<file path="src/rtl/traffic_conflict_monitor.sv">
// traffic_conflict_monitor: checks head drive lines for encoding/conflict/sequence faults, plus phase-duration faults when TC_MON_DURATION_CHECK_EN is defined.
module traffic_conflict_monitor #(
  parameter int MIN_GREEN_CYC  = 8,
  parameter int MIN_YELLOW_CYC = 3,
  parameter int FLASH_HALF     = 4
) (
  input  logic       i_clk,
  input  logic       i_rst_n,
  input  logic       i_NS_red,
  input  logic       i_NS_yellow,
  input  logic       i_NS_green,
  input  logic       i_EW_red,
  input  logic       i_EW_yellow,
  input  logic       i_EW_green,
  input  logic       i_fault_clr,
  output logic       o_fault,
  output logic [2:0] o_fault_code,
  output logic       o_flash_red
);
  typedef enum logic [1:0] {PH_NONE, PH_RED, PH_YEL, PH_GRN} phase_e;
  localparam int FW = FLASH_HALF > 1 ? $clog2(FLASH_HALF) : 1;
  localparam logic [FW-1:0] FLASH_LAST = FW'(FLASH_HALF - 1);
  if (FLASH_HALF < 1 || MIN_GREEN_CYC < 1 || MIN_YELLOW_CYC < 1) begin : g_param_chk
    $error("traffic_conflict_monitor: parameters must be >= 1");
  end
  logic [2:0] s_q [2];
  logic [2:0] s_d [2];
  logic s_vld_q;
  phase_e p_q [2];
  phase_e p_d [2];
  phase_e cur [2];
  logic fault_q, fault_d, flash_q, flash_d;
  logic [2:0] code_q, code_d, hit_code;
  logic [FW-1:0] fcnt_q, fcnt_d;
  logic enc_err, conf_err, seq_err, short_y, short_g, clr_ok, latch;
`ifdef TC_MON_DURATION_CHECK_EN
  localparam int MAXC = MIN_GREEN_CYC > MIN_YELLOW_CYC ? MIN_GREEN_CYC : MIN_YELLOW_CYC;
  localparam int CW = $clog2(MAXC + 1);
  localparam logic [CW-1:0] MIN_G = CW'(MIN_GREEN_CYC);
  localparam logic [CW-1:0] MIN_Y = CW'(MIN_YELLOW_CYC);
  logic [CW-1:0] cnt_q [2];
  logic [CW-1:0] cnt_d [2];
  logic known_q [2];
  logic known_d [2];
`endif
  always_comb begin
    s_d[0] = {i_NS_red, i_NS_yellow, i_NS_green};
    s_d[1] = {i_EW_red, i_EW_yellow, i_EW_green};
    enc_err = 1'b0;
    seq_err = 1'b0;
    short_y = 1'b0;
    short_g = 1'b0;
    for (int d = 0; d < 2; d++) begin
      cur[d] = s_q[d] == 3'b100 ? PH_RED : s_q[d] == 3'b010 ? PH_YEL : s_q[d] == 3'b001 ? PH_GRN : PH_NONE;
      enc_err |= s_vld_q & (cur[d] == PH_NONE);
      seq_err |= (p_q[d] == PH_GRN && cur[d] == PH_RED) || (p_q[d] == PH_RED && cur[d] == PH_YEL) ||
                 (p_q[d] == PH_YEL && cur[d] == PH_GRN);
`ifdef TC_MON_DURATION_CHECK_EN
      short_y |= known_q[d] && p_q[d] == PH_YEL && cur[d] == PH_RED && cnt_q[d] < MIN_Y;
      short_g |= known_q[d] && p_q[d] == PH_GRN && cur[d] == PH_YEL && cnt_q[d] < MIN_G;
`endif
    end
    conf_err = (|s_q[0][1:0]) & (|s_q[1][1:0]);
    hit_code = enc_err ? 3'd1 : conf_err ? 3'd2 : seq_err ? 3'd3 : short_y ? 3'd4 : short_g ? 3'd5 : 3'd0;
    clr_ok = i_fault_clr & fault_q & ~enc_err & ~conf_err;
    latch = (hit_code != 3'd0) & (~fault_q | clr_ok);
    fault_d = latch | (fault_q & ~clr_ok);
    code_d = latch ? hit_code : clr_ok ? 3'd0 : code_q;
    flash_d = latch ? 1'b1 : !fault_d ? 1'b0 : fcnt_q == FLASH_LAST ? ~flash_q : flash_q;
    fcnt_d = (latch || !fault_d || fcnt_q == FLASH_LAST) ? '0 : fcnt_q + 1'b1;
    for (int d = 0; d < 2; d++) begin
      p_d[d] = clr_ok ? PH_NONE : cur[d];
`ifdef TC_MON_DURATION_CHECK_EN
      cnt_d[d] = clr_ok ? '0 : cur[d] != p_q[d] ? CW'(1) : &cnt_q[d] ? cnt_q[d] : cnt_q[d] + 1'b1;
      // entry time is only known when the phase was entered from an observed phase
      known_d[d] = !clr_ok && cur[d] != PH_NONE && (cur[d] != p_q[d] ? p_q[d] != PH_NONE : known_q[d]);
`endif
    end
  end
  always_ff @(posedge i_clk or negedge i_rst_n) begin
    if (!i_rst_n) begin
      s_q <= '{default: '0};
      s_vld_q <= 1'b0;
      p_q <= '{default: PH_NONE};
      fault_q <= 1'b0;
      code_q <= '0;
      flash_q <= 1'b0;
      fcnt_q <= '0;
`ifdef TC_MON_DURATION_CHECK_EN
      cnt_q <= '{default: '0};
      known_q <= '{default: 1'b0};
`endif
    end else begin
      s_q <= s_d;
      s_vld_q <= 1'b1;
      p_q <= p_d;
      fault_q <= fault_d;
      code_q <= code_d;
      flash_q <= flash_d;
      fcnt_q <= fcnt_d;
`ifdef TC_MON_DURATION_CHECK_EN
      cnt_q <= cnt_d;
      known_q <= known_d;
`endif
    end
  end
  assign o_fault = fault_q;
  assign o_fault_code = code_q;
  assign o_flash_red = flash_q;
endmodule

</file>
<file path="config.mk">
export PLATFORM = sky130hd
export DESIGN_NAME = traffic_conflict_monitor
export DESIGN_NICKNAME = d
export VERILOG_FILES = /design/src/rtl/traffic_conflict_monitor.sv
export SDC_FILE = /design/constraint.sdc
export NUM_CORES = 1
export LEC_CHECK = 0
export ABC_AREA = 1
export CAP_MARGIN = 10
export CORE_UTILIZATION = 50
export CTS_BUF_LIST = sky130_fd_sc_hd__clkbuf_8
export DETAILED_ROUTE_END_ITERATION = 7
export PLACE_DENSITY_LB_ADDON = 0.2
export SYNTH_ARGS = -nofsm -noshare
export SYNTH_HDL_FRONTEND = slang
export SYNTH_SLANG_ARGS = --single-unit
</file>
<file path="constraint.sdc">
create_clock -name i_clk -period 3.7 [get_ports i_clk]
set_input_delay 0.37 -clock i_clk [delete_from_list [all_inputs] [get_ports i_clk]]
set_output_delay 0.37 -clock i_clk [all_outputs]
set_load 0.02 [all_outputs]
</file>
==> summary.md, run 1 <==
| Metric | Value |
|---|---|
| Worst reg-to-reg setup slack | `approximately 2.3 ns` |
| Die area | `1830 um2` |
| RD Place Congestion | `between 0.7 and 0.8` |
| Top-area cell type share of the netlist area | `0.513` |
| Proportion of layout cells with a drive suffix above 1 | `0.178` |
| Leak Pwr | `0.516 nW` |
| Crit path DAT | `around 1.4 ns` |
| CP Depth | `1` |
| WHS | `0.440 ns` |
| DP Wirelength | `1070 um` |
| Clock latency at the later pin of the worst-skew pair | `0.25 ns` |
| ANT cells | `0` |
| YS warnings | `0` |
| CTS root buffer | `clkbuf_8` |
| CP max FO | `6` |
| Post-synth top area cell | `dfrtp_1` |
| Final layout net count | `118` |
| CTS buffer count | `3` |
| Post-Syn Area | `830 um2` |
| Initial DRT Pass Iterations | `4` |
| DR vias/cell | `5.25` |
| Initial core utilization | `0.544` |
| CP cell instances | `clkdlybuf4s50_1` |
| WL/cell | `10.9 um` |
| Final Hold Vio Count | `0` |
| # port buffers | `12` |
| Final setup violation count | `0` |
| Setup TNS Final | `0 ns` |
| WL final | `1340 um` |
| Clock buffer depth | `2` |
| CTS tree | `done` |
| First-pass GRT wire length | `2320 um` |
| Avg Inst Size Synth | `9.02 um2` |
| Cts repair resizes | `0` |
| # IOs | `14` |
| Worst VDD drop | `0.273 mV` |
| Number of DRC markers in iteration 0 | `13` |
| Area grow syn2layout | `21.6%` |
| Die Span X | `42.7 um` |
| Max incr delay on CP | `roughly 0.64 ns` |
| Yosys reg bits | `17` |
| Tcrit/Tclk final | `0.468` |
| R2R cell count | `10` |
| Htree depth | `1` |
| Worst Path Buf+Inv | `1` |
| Hold Buf Count CTS | `0` |
| Initial antenna violation count | `0` |
| Max-slew violations | `0` |
| Syn Inst Count | `92` |
| Seq/Total Area, Yosys | `0.513` |
| Global route overflow | `0` |
| Die H | `42.7 um` |
| Maxcap violations | `0` |
| Hold path cells | `1` |
| Cell area power density | `~480 nW/um2` |
| Worst-path clk slew | `0.06 ns` |
| Pin count of the biggest net entering global routing | `18` |
| Startpoint types | `register` |
| Tmin final | `around 1.7 ns` |
| Max Clk Rate | `578 MHz` |
| Post-CTS Setup Inserts | `0` |
| Clk sink count | `17` |
| CP delay by family, top | `buffers and inverters` |
| Core Area | `1520 um2` |
| Status | `finished, final reports clean` |
| Gr usage total | `0.177` |
| Vias in the first global route | `599` |
| Crit Path Category | `register to output port` |
| Syn_nets | `102` |
| Worst hold path type | `register to register` |
| Drt drc | `0` |
| Synth unique cells | `19` |
| Critical-path top delay cell | `clkdlybuf4s50_1` |
| Setup repair after global routing missed its margin | `false` |
| Worst-Margin Slew | `0.694 ns` |
| Slew headroom | `0.536` |
| CP Capture Type | `output port` |
| Rows | `14` |
| Vias post-DR | `roughly 650` |
| CP Data Required Time | `3.33 ns` |
| Clock skew | `between 0.001 and 0.0015 ns` |
| Antenna Nets Post-Route | `0` |
| Synth top area cells | `dfrtp_1 51%, nand3_1 7.2%, inv_1 5.9%` |
[report_power, final]
group          total (mW)  internal, mW  switching [mW]  leakage (nW)
combinational       0.120        0.0546          0.0649         0.285
clock               0.136        0.0746          0.0610        0.0255
sequential          0.232         0.215          0.0176         0.205
[cell usage after synthesis, drive strengths merged]
library cell,instances
a22oi,4
buf,1
o21ai,1
inv,14
conb,2
dfrtp,17
nand3,15
nor2,15
nand3b,1
nand2,18
nand4,2
ha,1
o211ai,1
[cell usage in the layout (no fill, tap or decap), drive strengths merged]
| cell | count |
|---|---|
| a22oi | 4 |
| clkbuf | 3 |
| clkdlybuf4s50 | 12 |
| clkinv | 1 |
| conb | 2 |
| dfrtp | 17 |
| ha | 1 |
| inv | 14 |
| nand2 | 18 |
| nand3 | 15 |
| nand3b | 1 |
| nand4 | 2 |
| nor2 | 15 |
| o211ai | 1 |
| o21ai | 1 |
[worst reg2reg max path: cells and delay by family, from the launching register on]
family	cells	cell delay [ns]
DFF	1	0.39
and+or+nand+nor	10	0.94
[state kept, by name, summed over array words and instances (netlist names)]
| name | cells |
|---|---|
| s_q | 6 |
| p_q | 4 |
| fcnt_q | 2 |
| o_fault_code | 2 |
| o_fault | 1 |
| o_flash_red | 1 |
| s_vld_q | 1 |
[path summary, 6_finish.rpt]
check | startpoint | end
setup / recovery | o_fault | o_fault
max in group asynchronous | i_rst_n | p_q[0]
min in group asynchronous | i_rst_n | o_flash_red
setup reg to reg | s_q[4] | o_fault_code[1]
hold / removal | fcnt_q[0] | fcnt_q[0]
hold reg to reg | fcnt_q[0] | fcnt_q[0]
[through the flow]
stage / instances / total power, mW / area (um2) / worst slack (ns) / util
floorplan: 92 / 0.311 / 830 / 2.41 / -
global placement: 119 / 0.353 / 962 / 2.14 / 0.631
detailed placement: 119 / 0.356 / 962 / 2.11 / 0.631
CTS: 123 / 0.494 / 1010 / 1.96 / 0.662
global route: 123 / 0.520 / 1010 / 1.93 / 0.662
finish: 123 / 0.488 / 1010 / 1.97 / 0.662
[cell families (layout without fill, tap and decap cells)]
| kind of cell | count (synthesis) | after routing | synth area share |
|---|---|---|---|
| other | 2 | 2 | 0.00905 |
| AND/OR/NAND/NOR | 51 | 51 | 0.339 |
| flip-flops | 17 | 17 | 0.513 |
| AO/OA/AOI/OAI | 6 | 6 | 0.0513 |
| buffers and inverters | 15 | 30 | 0.0724 |
| adder cells (fa/ha/maj) | 1 | 1 | 0.0151 |
[routing by layer]
layer  wire [um]  vias up  GRT usage
li1            -      322          -
met1         575      305      0.194
met2         684       15      0.282
met3          46        4     0.0638
met4          37        0      0.125
met5           0        -          0
[final cells by class]
cell class / count / area [um2]
Multi-Input combinational cell: 60 / 344
Inverter: 14 / 52.6
Fill cell: 124 / 515
Sequential cell: 17 / 425
Clock buffer: 3 / 41.3
Tap cell: 16 / 20.0
Timing Repair Buffer: 12 / 120
Clock inverter: 1 / 5.00
Power figures use the tool's default switching activity.
==> run 2, diff against run 1 <==
==> constraint.sdc (replaced) <==
create_clock -name i_clk -period 1.7 [get_ports i_clk]
set_input_delay 0.17 -clock i_clk [delete_from_list [all_inputs] [get_ports i_clk]]
set_output_delay 0.17 -clock i_clk [all_outputs]
set_load 0.02 [all_outputs]
==> run 2 against run 1 <==
  * Clock power up 110%
  * Register-to-register slack worse by 2.0 ns
  * Sequential power rose by 120%
  * Critical endpoint unchanged
  * Routed wire length rose by 4.4%
  * Setup slack got worse by 1.8 ns
  * Final area grew 0.62%
  * Count of clock-buffer cells in the layout unchanged
  * Largest power group unchanged
  * Largest cell class unchanged
  * Via count is 0.31% lower
  * Clock skew grew 0.0024 ns
  * Hold slack worse by 0.21 ns
==> summary.md, run 2 (synthesis gave the netlist of run 1 again) <==
| Metric | Value |
|---|---|
| Gr usage total | `0.195 (was 0.177)` |
| Cell count after placement | `120 (was 119)` |
| Worst hold path type | `input port to asynchronous set/reset pin (was register to register)` |
| Clock latency at the later pin of the worst-skew pair | `0.25 ns (about the same)` |
| Critical R2R Capture | `o_fault_code[0] (was o_fault_code[1])` |
| Number of DRC markers in iteration 0 | `8 (was 13)` |
| Finished Core Util | `0.666 (was 0.662)` |
| Hold Buf Count CTS | `0 (unchanged)` |
| Die H | `42.7 um (unchanged)` |
| DR vias/cell | `5.19 (was 5.25)` |
| Non-filler cells, final | `124 (was 123)` |
| Clock buffer depth | `2 (unchanged)` |
| Worst reg-to-reg setup slack | `0.28 ns (was 2.27 ns)` |
| Clk sink count | `17 (unchanged)` |
| ANT cells | `0 (unchanged)` |
| Htree depth | `1 (unchanged)` |
| R2R Path Start | `s_q[3] (was s_q[4])` |
| # fillers | `132 (was 124)` |
| Crit Path Category | `register to output port (unchanged)` |
| Max-slew violations | `0 (unchanged)` |
| Die Span X | `42.7 um (unchanged)` |
| Worst setup path end | `o_fault (unchanged)` |
| Critical Path Start | `o_fault (unchanged)` |
| WL/cell | `11.3 um (was 10.9 um)` |
| Max reg flops | `6 (unchanged)` |
| # IOs | `14 (unchanged)` |
| Global route overflow | `0 (unchanged)` |
| Leak Pwr | `0.522 nW (was 0.516 nW)` |
| Largest regs | `s_q: 6 flops, p_q: 4 flops (unchanged)` |
| Worst slack at placement | `0.321 ns (was 2.11 ns)` |
| RD Place Congestion | `0.794 (was 0.749)` |
| Max incr delay on CP | `0.65 ns (was 0.64 ns)` |
| Critical-path top delay cell | `clkdlybuf4s50_1 (unchanged)` |
| Worst-path clk slew | `0.06 ns (about the same)` |
| CP cell instances | `clkdlybuf4s50_1 (unchanged)` |
| CP delay by family, top | `buffers and inverters (unchanged)` |
| Max Clk Rate | `651 MHz` |
| Multi-input logic area | `344 um2 (unchanged)` |
| Antenna Nets Post-Route | `0 (unchanged)` |
| Final Hold Vio Count | `0 (unchanged)` |
| Vias in the first global route | `632 (was 599)` |
| Proportion of layout cells with a drive suffix above 1 | `0.176 (was 0.178)` |
| Initial antenna violation count | `0 (unchanged)` |
| Startpoint types | `register (unchanged)` |
| Post-CTS Setup Inserts | `0 (unchanged)` |
| Initial core utilization | `0.544 (unchanged)` |
| First-pass GRT wire length | `2550 um (was 2320 um)` |
| Worst VDD drop | `0.739 mV (was 0.273 mV)` |
| Drt drc | `0 (unchanged)` |
| DP Wirelength | `1060 um (was 1070 um)` |
| CP Data Required Time | `1.53 ns (was 3.33 ns)` |
| CP Depth | `1 (unchanged)` |
| CTS tree | `done (unchanged)` |
| Tcrit/Tclk final | `0.904` |
| Total Power | `1.06 mW (was 0.488 mW)` |
| Tmin final | `1.54 ns` |
| Commonest non-fill, non-tap cell in the layout | `dfrtp_1 (unchanged)` |
| Area grow syn2layout | `22.3% (was 21.6%)` |
| # port buffers | `12 (unchanged)` |
| Pin count of the biggest net entering global routing | `18 (unchanged)` |
| Commonest non-fill, non-tap cells in the layout | `17 x dfrtp_1, 14 x inv_1, 12 x nand3_1, 12 x clkdlybuf4s50_1 (was 17 x dfrtp_1, 13 x inv_1, 12 x nand3_1, 12 x clkdlybuf4s50_1)` |
| Core Area | `1520 um2 (unchanged)` |
| Initial DRT Pass Iterations | `6 (was 4)` |
| Cell area power density | `1050 nW/um2 (was 484 nW/um2)` |
| Final layout net count | `119 (was 118)` |
| CP Capture Type | `output port (unchanged)` |
| Setup ws final | `0.163 ns (was 1.97 ns)` |
| Cts repair resizes | `0 (unchanged)` |
| CP max FO | `6 (unchanged)` |
| Die area | `1830 um2 (unchanged)` |
| Vias post-DR | `644 (was 646)` |
| WL final | `1400 um (was 1340 um)` |
| Setup repair after global routing missed its margin | `false (unchanged)` |
| Rows | `14 (unchanged)` |
| CTS buffer count | `3 (unchanged)` |
| Maxcap violations | `0 (unchanged)` |
| Setup TNS Final | `0 ns (unchanged)` |
| R2R cell count | `10 (unchanged)` |
| Crit path DAT | `1.37 ns (was 1.36 ns)` |
| Most flop-heavy register | `s_q (unchanged)` |
| Status | `finished, final reports clean (unchanged)` |
| Final setup violation count | `0 (unchanged)` |
| Worst Path Buf+Inv | `1 (unchanged)` |
| CTS root buffer | `clkbuf_8 (unchanged)` |
| Clock skew | `0.00376 ns (was 0.00138 ns)` |
| Storage element area | `425 um2 (unchanged)` |
==> run 2: cell types whose count changed in the layout (fill, tap and decap cells not counted), sizes merged <==
cell / previous run / this run
buf: 0 / 1
inv: 14 / 15
clkinv: 1 / 0
==> run 2: area by class of cell <==
cell class | count | area share
sequential | 17 | 0.419
clock buffer | 3 | 0.0407
inverter | 14 | 0.0518
tap | 16 | 0.0197
multi-input combinational | 60 | 0.339
timing repair buffer | 13 | 0.126
clock inverter | 1 | 0.00370
==> run 2: metal layers <==
| metal | track usage | vias up | share of wire |
|---|---|---|---|
| li1 | - | 326 | - |
| met1 | 0.225 | 289 | 0.41 |
| met2 | 0.303 | 19 | 0.50 |
| met3 | 0.0511 | 10 | 0.046 |
| met4 | 0.156 | 0 | 0.049 |
| met5 | 0 | - | 0 |
==> run 2: worst min path at each step <==
stage	slack, ns	endpoint	cells after the start	from
2_1_floorplan	-0.13	fcnt_q[0]	0	i_rst_n
3_3_place_gp	0.42	fcnt_q[0]	1	fcnt_q[0]
3_5_place_dp	0.43	fcnt_q[0]	1	fcnt_q[0]
4_1_cts	0.24	fcnt_q[0]	2	i_rst_n
5_1_grt	0.25	s_q[3]	2	i_rst_n
6_report	0.23	fcnt_q[0]	2	i_rst_n
==> run 2: report_power, final <==
group / internal (mW) / switching, mW / leakage, nW
Combinational: 0.120 / 0.142 / 0.290
Sequential: 0.468 / 0.0417 / 0.205
Clock: 0.160 / 0.131 / 0.0269
==> run 2: metrics by stage <==
stage | hold WS (ns) | instance area, um2
finish | 0.230 | 1010
global route | 0.247 | 1010
CTS | 0.236 | 1010
detailed placement | 0.430 | 970
global placement | 0.423 | 970
floorplan | -0.126 | 830
